$ cat src/rtl/mem_arbiter.sv
// Round-robin arbiter sharing one memory port between the CPU (port 0) and a DMA engine (port 1).
// One transfer at a time: IDLE -> BUSY (memory access, watchdog) -> RESP (done pulse) -> IDLE.
module mem_arbiter #(
    parameter int AW      = 32,
    parameter int DW      = 32,
    parameter int TIMEOUT = 16
) (
    input  logic          clk,
    input  logic          reset,
    input  logic          p0_req,
    input  logic          p0_we,
    input  logic [AW-1:0] p0_adr,
    input  logic [DW-1:0] p0_wd,
    output logic          p0_done,
    input  logic          p1_req,
    input  logic          p1_we,
    input  logic [AW-1:0] p1_adr,
    input  logic [DW-1:0] p1_wd,
    output logic          p1_done,
    output logic [DW-1:0] rdata,
    output logic          err,
    output logic          mem_en,
    output logic          mem_we,
    output logic [AW-1:0] mem_adr,
    output logic [DW-1:0] mem_wd,
    input  logic [DW-1:0] mem_rd,
    input  logic          mem_ack,
    output logic          owner
);

    localparam int CW = $clog2(TIMEOUT + 1);

    typedef enum logic [1:0] {
        IDLE = 2'd0,
        BUSY = 2'd1,
        RESP = 2'd2
    } state_t;

    // Handshake: a requester holds req until its done pulse; done lasts exactly one
    // cycle (RESP) and the requester drops or changes req on the edge ending it.
    state_t        state;
    state_t        state_next;
    logic          last;
    logic          win;
    logic          grant;
    logic          timeout_hit;
    logic          lat_we;
    logic [CW-1:0] cnt;

    assign timeout_hit = (cnt == CW'(TIMEOUT - 1));

    always_ff @(posedge clk or posedge reset) begin
        if (reset) begin
            state <= IDLE;
        end else begin
            state <= state_next;
        end
    end

    always_comb begin
        state_next = state;
        win        = 1'b0;
        grant      = 1'b0;
        mem_en     = 1'b0;
        case (state)
            IDLE: begin
                if (p0_req || p1_req) begin
                    win        = 1'b1;
                    // On a tie the port that did not win last time gets the grant.
                    grant      = (p0_req && p1_req) ? ~last : p1_req;
                    state_next = BUSY;
                end
            end
            BUSY: begin
                mem_en = 1'b1;
                if (mem_ack || timeout_hit) begin
                    state_next = RESP;
                end
            end
            RESP: begin
                state_next = IDLE;
            end
            default: begin
                state_next = IDLE;
            end
        endcase
    end

    always_ff @(posedge clk or posedge reset) begin
        if (reset) begin
            owner   <= 1'b0;
            last    <= 1'b1;
            cnt     <= '0;
            lat_we  <= 1'b0;
            mem_adr <= '0;
            mem_wd  <= '0;
            rdata   <= '0;
            err     <= 1'b0;
        end else begin
            if (win) begin
                owner   <= grant;
                last    <= grant;
                cnt     <= '0;
                lat_we  <= grant ? p1_we  : p0_we;
                mem_adr <= grant ? p1_adr : p0_adr;
                mem_wd  <= grant ? p1_wd  : p0_wd;
            end
            if (state == BUSY) begin
                // An ack arriving on the last watchdog cycle still counts as success.
                if (mem_ack) begin
                    rdata <= lat_we ? '0 : mem_rd;
                    err   <= 1'b0;
                end else if (timeout_hit) begin
                    rdata <= '0;
                    err   <= 1'b1;
                end else begin
                    cnt <= cnt + 1'b1;
                end
            end
        end
    end

    assign mem_we  = mem_en & lat_we;
    assign p0_done = (state == RESP) && !owner;
    assign p1_done = (state == RESP) && owner;

endmodule

$ cat config.mk
export PLATFORM = sky130hd
export DESIGN_NAME = mem_arbiter
export DESIGN_NICKNAME = d
export VERILOG_FILES = /design/src/rtl/mem_arbiter.sv
export SDC_FILE = /design/constraint.sdc
export NUM_CORES = 1
export LEC_CHECK = 0
export CORE_ASPECT_RATIO = 1.75
export CORE_MARGIN = 1
export CORE_UTILIZATION = 40
export CTS_BUF_LIST = sky130_fd_sc_hd__clkbuf_4
export CTS_CLUSTER_SIZE = 25
export DETAILED_ROUTE_END_ITERATION = 12
export PLACE_DENSITY = 0.84
export SYNTH_ARGS = -nofsm -noshare
export SYNTH_HDL_FRONTEND = slang
export SYNTH_SLANG_ARGS = --single-unit
export TNS_END_PERCENT = 20
$ cat constraint.sdc
create_clock -name clk -period 3.9 [get_ports clk]
set_input_delay 0.78 -clock clk [delete_from_list [all_inputs] [get_ports clk]]
set_output_delay 0.78 -clock clk [all_outputs]
set_load 0.05 [all_outputs]
# [After elaboration in Yosys (flattened, before gate mapping)]
# Index checks and enable logic that the tools add are counted.
[word_totals] register_bits=107 in_bits=167 out_inout_bits=102 wordCells=48
[classes] add_sub_neg=1 n_eq_ne=5 n_mux=21 n_bitwise=2 reduce_logical=10
[op_table] cell="$mux W32" count=5
[op_table] cell="$mux W5" count=4
[op_table] cell="$mux W1" count=9
[op_table] cell="$add A5 B1 Y5 const B" count=1
[op_table] cell="$eq A5 B4 Y1 const B" count=1
[op_table] cell="$mux W2" count=2
[op_table] cell="$ne A2 B2 Y1 const B" count=2
[op_table] cell="$pmux W2 S2" count=1
[op_table] cell="$reduce_and A2 Y1" count=2
[op_table] cell="$logic_and A1 B1 Y1" count=3
[op_table] cell="$eq A2 B1 Y1 const B" count=1
[op_table] cell="$eq A2 B2 Y1 const B" count=1
[op_table] cell="$logic_not A2 Y1" count=1
[op_table] cell="$logic_or A1 B1 Y1" count=2
[op_table] cell="$reduce_bool A2 Y1" count=1
[op_table] cell="$and A1 B1 Y1" count=1
[op_table] cell="$logic_not A1 Y1" count=1
[op_table] cell="$not A1 Y1" count=1

# [Logic depth before layout (Yosys ltp)]
[logic_depth] ltp_word=7 depth_mapped=6 ltp_nobuf=4

# [Worst setup path after synthesis]
# OpenSTA, ideal clock, no wires.
[synth_timing] kind="flip-flop to output port" from="register owner" to="output p0_done" t_arrival_ns=1.791 t_required_ns=3.120 slack_ns=1.329 path_stages_with_launch=2 n_path_buf=0 cell_sequence="dfrtp_1 -> nor3b_1"
[synth_via] elab_chain_cells=2
[synth_rtl] element="start, declared" line="28" rtl="output logic owner"
[synth_rtl] element="start signal, assigned" line="101" rtl="owner <= grant;"
[synth_rtl] element="$logic_not A1 Y1" line="124" rtl="assign p0_done = (state == RESP) && !owner;"
[synth_rtl] element="$logic_and A1 B1 Y1" line="124"
[synth_rtl] element="end, declared" line="14" rtl="output logic p0_done,"
# Every way passes these cells.

# [Worst setup path after layout]
[layout_timing] from="register state[1]" to="output mem_we"
[layout_via] elab_chain_cells=3
[layout_rtl] element="start, declared" line="41" rtl="state_t state;"
[layout_rtl] element="start signal, assigned" line="56" rtl="state <= state_next;"
[layout_rtl] element="$eq A2 B1 Y1" line="65" rtl="case (state)"
[layout_rtl] element="$mux W1" line="65"
[layout_rtl] element="$and A1 B1 Y1" line="123" rtl="assign mem_we = mem_en & lat_we;"
[layout_rtl] element="end, declared" line="23" rtl="output logic mem_we,"
# Every way passes these cells.

==> reports/metrics.csv <==
stage,metric,value,unit
run_status,run_status,"complete, no violations",
grt,grt_max_degree,70,
power,switchingPower,3.635,mW
synth,yosys_warnings,0,
synth,seq_area_frac_synth,54.91,%
clock_tree,cts_tree,done,
synth,syn-mean-instance-area,9.997,um^2
critical_path,worst_setup_path_end_kind,primary output,
synth,async_flop_share,100.0,%
synth,ys_ff_latch,107,
power,p_sw_share,52.27,%
timing,skew,24.64,ps
clock_tree,postCtsHoldBufs,0,
placed_design,dpl.hpwl,11960,um
critical_path,r2r_start,state[0],
timing,tightestPinTransition,1255,ps
power,power.leakage,3.219,nW
power,intPower,3.320,mW
timing,slew_headroom,16.34,%
clock_tree,clk_pin_slew,170,ps
floorplan,fp.dieW,85.48,um
clock_tree,insertion_delay,470,ps
placed_design,placed_area,0.007630,mm^2
grt,grt_overflow,0,
clock_tree,clock_path_buffers,2,
grt,antenna_found_initial,1,
timing,tns,0,ps
synth,synth_most_common_cell,dfrtp_1,
detailed_routing,ant_nets,0,
synth,synth_top_area_share,54.37,%
worst_hold_path,hold_class,reg -> reg,
power,p_comb_share,63.1,%
layout,fin_nets,896,
layout,final_core_util,65.29,%
floorplan,start_util,40.87,%
power,power.density,892.4,mW/mm^2
floorplan,boundaryPins,269,
placed_design,io_buffers,268,
detailed_routing,routedWlPerCell,19.00,um
critical_path,start_kind,flop,
power,ir_worst_vdd,0.4299,mV
flow_run,maxCapViolations,0,
worst_hold_path,min-delay-start,mem_wd[1],
synth,syn_nets,656,
timing,hold_viol,0,
layout,num-fill-cells,917,
detailed_routing,vias,4976,
timing,min_period,3064,ps
clock_tree,numClockSinks,107,
clock_tree,post_cts_resized,0,
detailed_routing,drc,0,
synth,yosysUniqueCellTypes,33,
synth,synth_edf_count,0,
synth,synth_area_leaders,"dfrtp_1 (54%), o31ai_1 (10%), a21oi_1 (6.9%), a22o_1 (6.1%), nor2_1 (5.1%)",
placed_design,gp_congestion,0.8690,
timing,hold_ws,516.7,ps
detailed_routing,vias_per_cell,5.713,
critical_path,crit_path_max_fanout,6,
power,p_seq_share,28.0,%
synth,synthCells,488,
layout,stdcell_area,0.007794,mm^2
synth,synth_ff_type,dfrtp_1,
detailed_routing,totalWireLength,16550,um
clock_tree,root_buffer,clkbuf_4,
clock_tree,cts_made_buffers,9,
floorplan,row_count,53,
floorplan,die_area,0.01266,mm^2
layout,syn_to_final_growth,59.76,%
critical_path,critPathRequiredTime,3120,ps
timing,drv_slew,0,
floorplan,die_y,148.1,um
detailed_routing,first_pass_iters,6,
synth,synth_common_cells,"dfrtp_1 (106), a21oi_1 (67), nor2_1 (66), o31ai_1 (66), o21ai_1 (40)",
layout,drive_above_1_share,5.321,%
timing,finalSetupViolations,0,
clock_tree,cts_max_level,3,
grt,grtUsageTotal,26.21,%
grt,grt_pass1_wl,25770,um
clock_tree,post-cts-setup-buffer-count,0,
critical_path,critPathArrivalTime,2280,ps
grt,grt_pass1_vias,5088,
synth,synth_top_area_cell,dfrtp_1,
floorplan,core-area,0.01194,mm^2
timing,fin_crit_sh,78.58,%
synth,syn_area,0.004878,mm^2
power,fin_total_pwr,6.955,mW
critical_path,worstSetupPathType,reg -> out,
timing,max_freq,326.3,MHz
detailed_routing,drt_iter0_markers,353,
critical_path,setup.worst_path.start,state[1],
power,pwr-share-clk,8.8,%
timing,rsz0062_at_grt,false,
-- path summary, 6_finish.rpt --
check                      cells past startpoint  slack [ps]     endpoint
min in group asynchronous                      2         710   mem_wd[23]
min reg2reg                                    2         520    mem_wd[1]
min                                            2         520    mem_wd[1]
max                                            4         840       mem_we
max reg2reg                                    4        1700   mem_adr[5]
max in group asynchronous                      3        2430  mem_adr[27]
-- registers in the layout, indices dropped and copies added, names as in the netlist --
register	flops
mem_adr	32
mem_wd	32
rdata	32
cnt	5
state	2
err	1
last	1
lat_we	1
owner	1
-- worst max-delay path, cell delays in order, from the launching register on --
cell	delay [ps]
dfrtp_1	480
nand2b_1	270
inv_2	140
and2_1	130
clkdlybuf4s50_1	800
-- area by class of cell --
type                       count  area, um^2  area share [%]
clock inverter                 7       93.84           1.204
clock buffer                   9       67.56          0.8669
timing repair buffer         278        2795           35.86
sequential                   107        2679           34.37
inverter                       4       17.52          0.2248
antenna                        1       2.502         0.03211
multi-input combinational    328        1967           25.24
tap                          137       171.4           2.199
-- through the flow --
stage                     cells  setup WS, ps
after floorplan             488         304.4
after global placement      854          1135
after detailed placement    854          1070
after CTS                   870         779.8
after global routing        871         677.7
final                       871         835.5
-- layout by cell type, fill, tap and decap left out, drive strengths merged --
cell type        n
buf             10
clkbuf           9
a21bo            1
diode            1
mux2i            3
clkinvlp         1
and2             1
nand2b           1
o21ai           73
xor2             1
o31ai           66
dfstp            1
nor2b            2
clkinv           2
and3b            1
or2              1
and3             1
nor2            67
nor3b            3
nand4            1
and4b            1
a21oi           67
bufinv           1
a21boi           1
ha               1
dfrtp          106
inv              7
nand3            1
clkdlybuf4s50  268
nor3             1
a22o            34
-- power by group through the flow --
stage	sequential (mW)	combinational (mW)	clock (mW)
floorplan	3.60	1.21	0
global placement	1.95	4.33	0
detailed placement	1.96	4.40	0
CTS	1.95	4.40	0.633
global route	2.02	4.59	0.682
finish	1.95	4.39	0.614
-- layer usage --
| layer | track usage (%) | vias to the layer above | part of all wire, % |
|---|---|---|---|
| met5 | 0 | - | 0 |
| met4 | 14.08 | 0 | 4.8 |
| met3 | 5.827 | 47 | 7.0 |
| met2 | 44.24 | 276 | 52 |
| met1 | 30.78 | 2382 | 36 |
| li1 | - | 2271 | - |
-- cell families after synthesis --
logic type / after synthesis / share of synthesized area, %
AOI/OAI and AO/OA: 242 / 31.21
xor gates and xnor gates: 1 / 0.1796
adders and majority gates: 1 / 0.2564
buffers and inverters: 53 / 5.463
DFF: 107 / 54.91
muxes: 3 / 0.6156
and+or+nand+nor: 81 / 7.361
No activity file was read; power rests on OpenSTA's default activity.
